===== config.mk =====
export PLATFORM = sky130hd
export DESIGN_NAME = i2c_data_receiver
export DESIGN_NICKNAME = d
export VERILOG_FILES = /design/src/rtl/i2c_data_receiver.sv
export SDC_FILE = /design/constraint.sdc
export NUM_CORES = 1
export LEC_CHECK = 0
export BUFFER_PORTS_ARGS = -buffer_cell sky130_fd_sc_hd__buf_2
export CAP_MARGIN = 15
export CORE_UTILIZATION = 49
export DETAILED_ROUTE_END_ITERATION = 16
export PLACE_DENSITY = 0.74
export SLEW_MARGIN = 40
export SYNTH_ARGS = -nofsm -noshare
export SYNTH_HDL_FRONTEND = slang
export SYNTH_SLANG_ARGS = --single-unit

===== constraint.sdc =====
create_clock -name clk_i -period 2.1 [get_ports clk_i]
set_clock_uncertainty 0.2 [all_clocks]
set_input_delay 0.105 -clock clk_i [delete_from_list [all_inputs] [get_ports clk_i]]
set_output_delay 0.105 -clock clk_i [all_outputs]
set_load 0.005 [all_outputs]

===== src/rtl/i2c_data_receiver.sv =====
// I2C slave byte receiver: samples SDA MSB-first on SCL rising edges, presents the
// byte with a one-cycle valid strobe, then drives ACK/NACK in the ninth SCL period.
module i2c_data_receiver #(
  parameter int DATA_W = 8
) (
  input  logic              clk_i,
  input  logic              reset_i,
  input  logic              en_i,
  input  logic              scl_pos_edge_detected_i,
  input  logic              scl_neg_edge_detected_i,
  input  logic              sda_i,
  input  logic              ack_en_i,
  output logic [DATA_W-1:0] data_o,
  output logic              data_valid_o,
  output logic              sda_o,
  output logic              ack_done_o,
  output logic [7:0]        byte_cnt_o
);

  typedef enum logic [2:0] {
    IDLE,
    SHIFT,
    WAIT_ACK,
    ACK,
    ACK_HOLD
  } state_t;

  localparam logic [3:0] BIT_CNT_INIT = 4'(DATA_W);

  state_t            state;
  logic [3:0]        bit_cnt;
  logic [DATA_W-1:0] shift_q;
  logic [DATA_W-1:0] shift_next;

  generate
    if (DATA_W > 1) begin : g_wide
      assign shift_next = {shift_q[DATA_W-2:0], sda_i};
    end else begin : g_narrow
      assign shift_next = sda_i;
    end
  endgenerate

  // Each state looks only at its own strobe, so a coincident opposite strobe is ignored.
  always_ff @(posedge clk_i or posedge reset_i) begin
    if (reset_i) begin
      state        <= IDLE;
      bit_cnt      <= BIT_CNT_INIT;
      shift_q      <= '0;
      data_o       <= '0;
      data_valid_o <= 1'b0;
      sda_o        <= 1'b1;
      ack_done_o   <= 1'b0;
      byte_cnt_o   <= '0;
    end else begin
      data_valid_o <= 1'b0;
      ack_done_o   <= 1'b0;
      if (!en_i) begin
        state      <= IDLE;
        sda_o      <= 1'b1;
        bit_cnt    <= BIT_CNT_INIT;
        shift_q    <= '0;
        byte_cnt_o <= '0;
      end else begin
        case (state)
          IDLE: begin
            sda_o   <= 1'b1;
            bit_cnt <= BIT_CNT_INIT;
            state   <= SHIFT;
          end
          SHIFT: begin
            if (scl_pos_edge_detected_i) begin
              shift_q <= shift_next;
              bit_cnt <= bit_cnt - 4'd1;
              if (bit_cnt == 4'd1) begin
                data_o       <= shift_next;
                data_valid_o <= 1'b1;
                byte_cnt_o   <= byte_cnt_o + 8'd1;
                state        <= WAIT_ACK;
              end
            end
          end
          WAIT_ACK: begin
            if (scl_neg_edge_detected_i) begin
              sda_o <= ~ack_en_i;
              state <= ACK;
            end
          end
          ACK: begin
            if (scl_pos_edge_detected_i) begin
              state <= ACK_HOLD;
            end
          end
          ACK_HOLD: begin
            if (scl_neg_edge_detected_i) begin
              sda_o      <= 1'b1;
              ack_done_o <= 1'b1;
              bit_cnt    <= BIT_CNT_INIT;
              state      <= SHIFT;
            end
          end
          default: state <= IDLE;
        endcase
      end
    end
  end

endmodule

Word-level counts from Yosys, hierarchy flattened
Cells that the tools add are included.

Add/subtract/negate cells: 2. Equal/unequal tests: 15. Reductions and logical operators: 7. Bitwise operators: 1. Multiplexer cells: 29.

Operators with widths (number): 8-bit 2-to-1 mux (4); 7-bit 2-to-1 mux (3); 3-bit 2-to-1 mux (6); 3-bit != test, second input constant (5); 3-bit case mux with 5 select lines (1); 4-bit 2-to-1 mux (3); 4-bit case mux with 3 select lines (1); 1-bit 2-to-1 mux (10); 3-bit AND reduction (3); 8-bit by 1-bit adder with 8-bit output, second input constant (1); 4-bit by 1-bit != test with 1-bit output, second input constant (2); 3-bit by 2-bit == test with 1-bit output, second input constant (2); 2-bit by 1-bit != test with 1-bit output, second input constant (3); 5-bit AND reduction (1); 4-bit by 1-bit == test with 1-bit output, second input constant (1); 4-bit AND reduction (1); 4-bit by 1-bit subtractor with 4-bit output, second input constant (1); 3-bit by 1-bit == test with 1-bit output, second input constant (1); 3-bit == test, second input constant (1); 3-bit zero test (1); 1-bit case mux with 3 select lines (1); 2-bit AND reduction (1); 1-bit inverter (1).

Output and inout port bits: 19. Word-level logic and storage cells: 62. Register bits: 33. Input bits: 7.

Logic depth before layout (Yosys ltp)
Word-level depth: 5. Gate-level depth with buffers: 7. Depth with buffers taken out: 6.

Worst setup path after synthesis
Ideal clock, no wire load.

Path type: register to register. Start: register bit_cnt[1]. End: register byte_cnt_o[6]. Setup time: 0.119 ns. Cell stages (with the launch flop): 8. Required time: 1.781 ns. Path buffers: 1. Clock period less this slack: 1.976 ns. Path slack: 0.124 ns. Arrival time: 1.657 ns. Cell sequence: dfrtp_1 > inv_1 > ha_1 > or4b_1 > buf_6 > nor4_2 > xor2_1 > and2_1.

Word-level cells in the longest chain between the ends: 3.

RTL lines: start: declaration (line 31) `logic [3:0] bit_cnt;`; start signal: assignment (line 73) `bit_cnt <= bit_cnt - 4'd1;`; 4-bit by 1-bit == test with 1-bit output (line 74) `if (bit_cnt == 4'd1) begin`; 2-bit by 1-bit != test with 1-bit output (no source line); 3-bit AND reduction (no source line); end signal: assignment (line 77) `byte_cnt_o <= byte_cnt_o + 8'd1;`; end: declaration (line 17) `output logic [7:0] byte_cnt_o`.

Every way passes these cells. A chain may end at the register's enable or synchronous reset.

Final worst setup path
Start: register state[1]. End: register sda_o.

Word-level cells in the longest chain between the ends: 3. Elaborated cells between the ends (all ways): 9. Classes of those cells: eq/ne (5); mux (2); reduce/logical (2).

RTL lines: start: declaration (line 30) `state_t state;`; start signal: assignment (line 46) `state <= IDLE;`; start signal: assignment (line 58) `state <= IDLE;`; start signal: assignment (line 68) `state <= SHIFT;`; 3-bit == test (tied with other cells) (line 64) `case (state)`; 4-bit by 1-bit != test with 1-bit output (no source line) (tied with other cells); 3-bit AND reduction (no source line) / 1-bit 2-to-1 mux (equally long branches); end signal: assignment (line 84) `sda_o <= ~ack_en_i;`; end: declaration (line 15) `output logic sda_o,`.

Parallel ways exist; a longest one is shown, timed or not.

==> flow_summary.ini <==
[grt]
grt_usage_pct = 20.1
grt_start_max_net_pins = 33
grt_first_pass_wirelength_um = 5020
antenna_found_initial = 0
grt_pass1_vias = 1134
grt_overflow_total = 0

[logic_synthesis]
synthArstFlopShare_pct = 100
synthAdderAreaFrac_pct = 2.41
yosysUniqueCellTypes = 38
synth_compound_area_share_pct = 10.7
yosysSeqAreaShare_pct = 53.1
synth_cells = 136
synth_top_family_by_area = simple AND/OR/NAND/NOR gates
synth_xor_area_share_pct = 3.93
synth_area_leaders = dfrtp_1 50%, mux2_2 5.8%, a22o_1 3.9%, xor2_1 3.9%, dfstp_2 3.4%
ys.flop_type = dfrtp_1
syn_area_um2 = 1560
syn_area_per_cell_um2 = 11.5
yosysWarnings = 0
synth_area_leader_cell = dfrtp_1
syn_nets = 146
synth_simple_gate_area_share_pct = 20.0
synth_top_area_share_pct = 49.8
synth.ff_latch_count = 33
muxShareOfSynthArea_pct = 6.42
synth-edff-count = 0

[routing]
wire_per_inst_um = 14.1
vias_per_cell = 5.37
drc = 0
drtAntennaViolNets = 0
vias = 1181
drt_first_pass_iters = 4
drt_iter0_drc = 54
totalWireLength_um = 3100

[power_and_ir_drop]
power.total_mw = 1.19
p_per_area_nw_per_um2 = 623
p_leak_nw = 0.979
ir_drop_v = 0.000501

[worst_setup_path]
worst_setup_path_end_kind = register
critical-path-top-delay-family = buffers and inverters
critPathMaxFanout = 12
start_kind = register
crit_chain = buf_4 -> nand2b_1 -> a211oi_2 -> o22ai_1 -> nand2_1 -> dlygate4sd3_1
slowest_stage = dlygate4sd3_1
crit_type = register to register
cp.buffers_inverters = 2
reg2reg_depth = 6
worstPathArrival_ns = 2.11
worst-path-stages = 6
critical_path.startpoint = state[1]
required_ns = 2.17
r2r_start = state[1]
crit_path_max_incr_delay_ns = 0.54

[floorplanning]
rows = 20
fp.coreArea_um2 = 3030
die_w_um = 58.4
die_area_um2 = 3410
ios = 26
die_h_um = 58.4
initial_core_util_pct = 51.5

[sta]
tightest_slew_ns = 0.471
fin_crit_sh_pct = 97.1
max-slew-margin-rel_pct = 68.1
max_freq_mhz = 490
totalNegativeSetupSlack_ns = 0
fin_crit_ns = 2.04
setup_viol = 0
finalHoldViolCount = 0
maxSlewViolCount = 0

[flow_run]
maxCapViolations = 0

[finish]
areaGrowthSynthToFinish_pct = 23.0
antennaDiodeCount = 0
final_net_count = 186
drive_gt1_share_pct = 31.8
final_util_pct = 63.3
n_fill_cell = 247

[clock_tree]
h-tree-depth = 2
clk_latency_ns = 0.33
cts_tree = built
cts_setup_buffers = 0
cts_buffer_depth = 2
clkTransAtPathRegs_ns = 0.09
clock_sinks = 33
cts_root_buf = clkbuf_4
cts_made_buffers = 5

[worst_hold_path]
hold_start = scl_neg_edge_detected_i
hold_class = input pin to register
holdPathStages = 3

[placed_design]
port-buffer-count = 25
hpwl_um = 2030
place.gp.congestion = 0.789

[status]
outcome = finished clean
per-stage QoR:
stage	setup WS (ns)	hold WS (ns)	area [µm²]	cells
detailed placement	-0.0294	-0.249	1760	206
CTS	0.0565	0.0277	1900	220
finish	0.0608	0.0741	1920	220
global route	-0.00550	0.0677	1920	220
floorplan	0.124	0.0324	1560	136
global placement	0.0506	-0.254	1760	206
registers in the layout (all words and copies together), names as in the netlist:
| name | flops |
|---|---|
| ack_done_o | 1 |
| bit_cnt | 4 |
| byte_cnt_o | 8 |
| data_o | 8 |
| data_valid_o | 1 |
| sda_o | 1 |
| shift_q | 7 |
| state | 3 |
cell families (layout without fill, tap and decap cells):
kind of cell             count (synthesis)  after routing
flip-flops                              33             33
buffers and inverters                   12             52
AO/OA/AOI/OAI                           23             23
AND/OR/NAND/NOR                         49             49
adder cells (fa/ha/maj)                  3              3
XOR/XNOR                                 7              7
multiplexers                             9              9
layout make-up:
cell class                      instances  area, µm²  share of cell area [%]
Clock buffer                            5       37.5                    1.96
Clock inverter                          2       35.0                    1.83
Inverter                                7       26.3                    1.37
Multi-Input combinational cell         91        694                    36.2
Sequential cell                        33        828                    43.2
Tap cell                               44       55.1                    2.87
Timing Repair Buffer                   38        240                    12.5
what timing repair did:
item	in CTS	in global routing
gates resized for setup	1	2
hold buffers	7	0
endpoints found under the setup margin	2	2
pin swaps	0	0
hold endpoints to repair	48	0
tightest hold or removal path, cell delays in order:
cell,delay (ns)
buf_2,0.12
nor2b_1,0.15
and4_1,0.19
path summary, 6_finish.rpt:
kind	to	slack, ns
setup / recovery	sda_o	0.06
hold / removal	ack_done_o	0.07
setup reg to reg	sda_o	0.06
hold reg to reg	data_o[5]	0.31
max in group asynchronous	bit_cnt[3]	0.56
min in group asynchronous	data_valid_o	0.51
cells in the mapped netlist, types with 2 or more instances:
master,instances
a21oi_1,2
inv_1,7
o21a_1,2
nand2b_1,4
nor4_2,3
nand3_1,5
ha_1,3
dfrtp_1,31
clkbuf_1,2
nand2_1,7
nor3b_1,2
nor3_1,7
a22o_1,7
nand4_1,2
dfstp_2,2
nor2b_1,3
mux2_2,8
o21ai_0,5
xor2_1,7
and2_1,7
nor2_1,3
metal layers:
| layer | global-route usage (%) | vias up | part of all wire, % |
|---|---|---|---|
| li1 | - | 561 | - |
| met1 | 23.5 | 582 | 42 |
| met2 | 33.7 | 28 | 52 |
| met3 | 4.84 | 10 | 3.8 |
| met4 | 11.9 | 0 | 2.2 |
| met5 | 0 | - | 0 |
where the power goes:
| part | leakage, nW | internal (mW) | switching [mW] |
|---|---|---|---|
| Combinational | 0.488 | 0.0386 | 0.0502 |
| Sequential | 0.450 | 0.645 | 0.00929 |
| Clock | 0.0410 | 0.242 | 0.209 |
| Total | 0.979 | 0.926 | 0.268 |
cells in the final DEF, fill, tap and decap left out, types with 6 or more instances in the layout:
| master | Yosys | layout |
|---|---|---|
| dlygate4sd3_1 | 0 | 7 |
| inv_1 | 7 | 7 |
| nor3_1 | 7 | 7 |
| buf_4 | 0 | 6 |
| buf_2 | 1 | 25 |
| mux2_2 | 8 | 8 |
| a22o_1 | 7 | 7 |
| nand2_1 | 7 | 7 |
| and2_1 | 7 | 7 |
| dfrtp_1 | 31 | 31 |
| xor2_1 | 7 | 7 |
(Power assumes the default switching activity.)
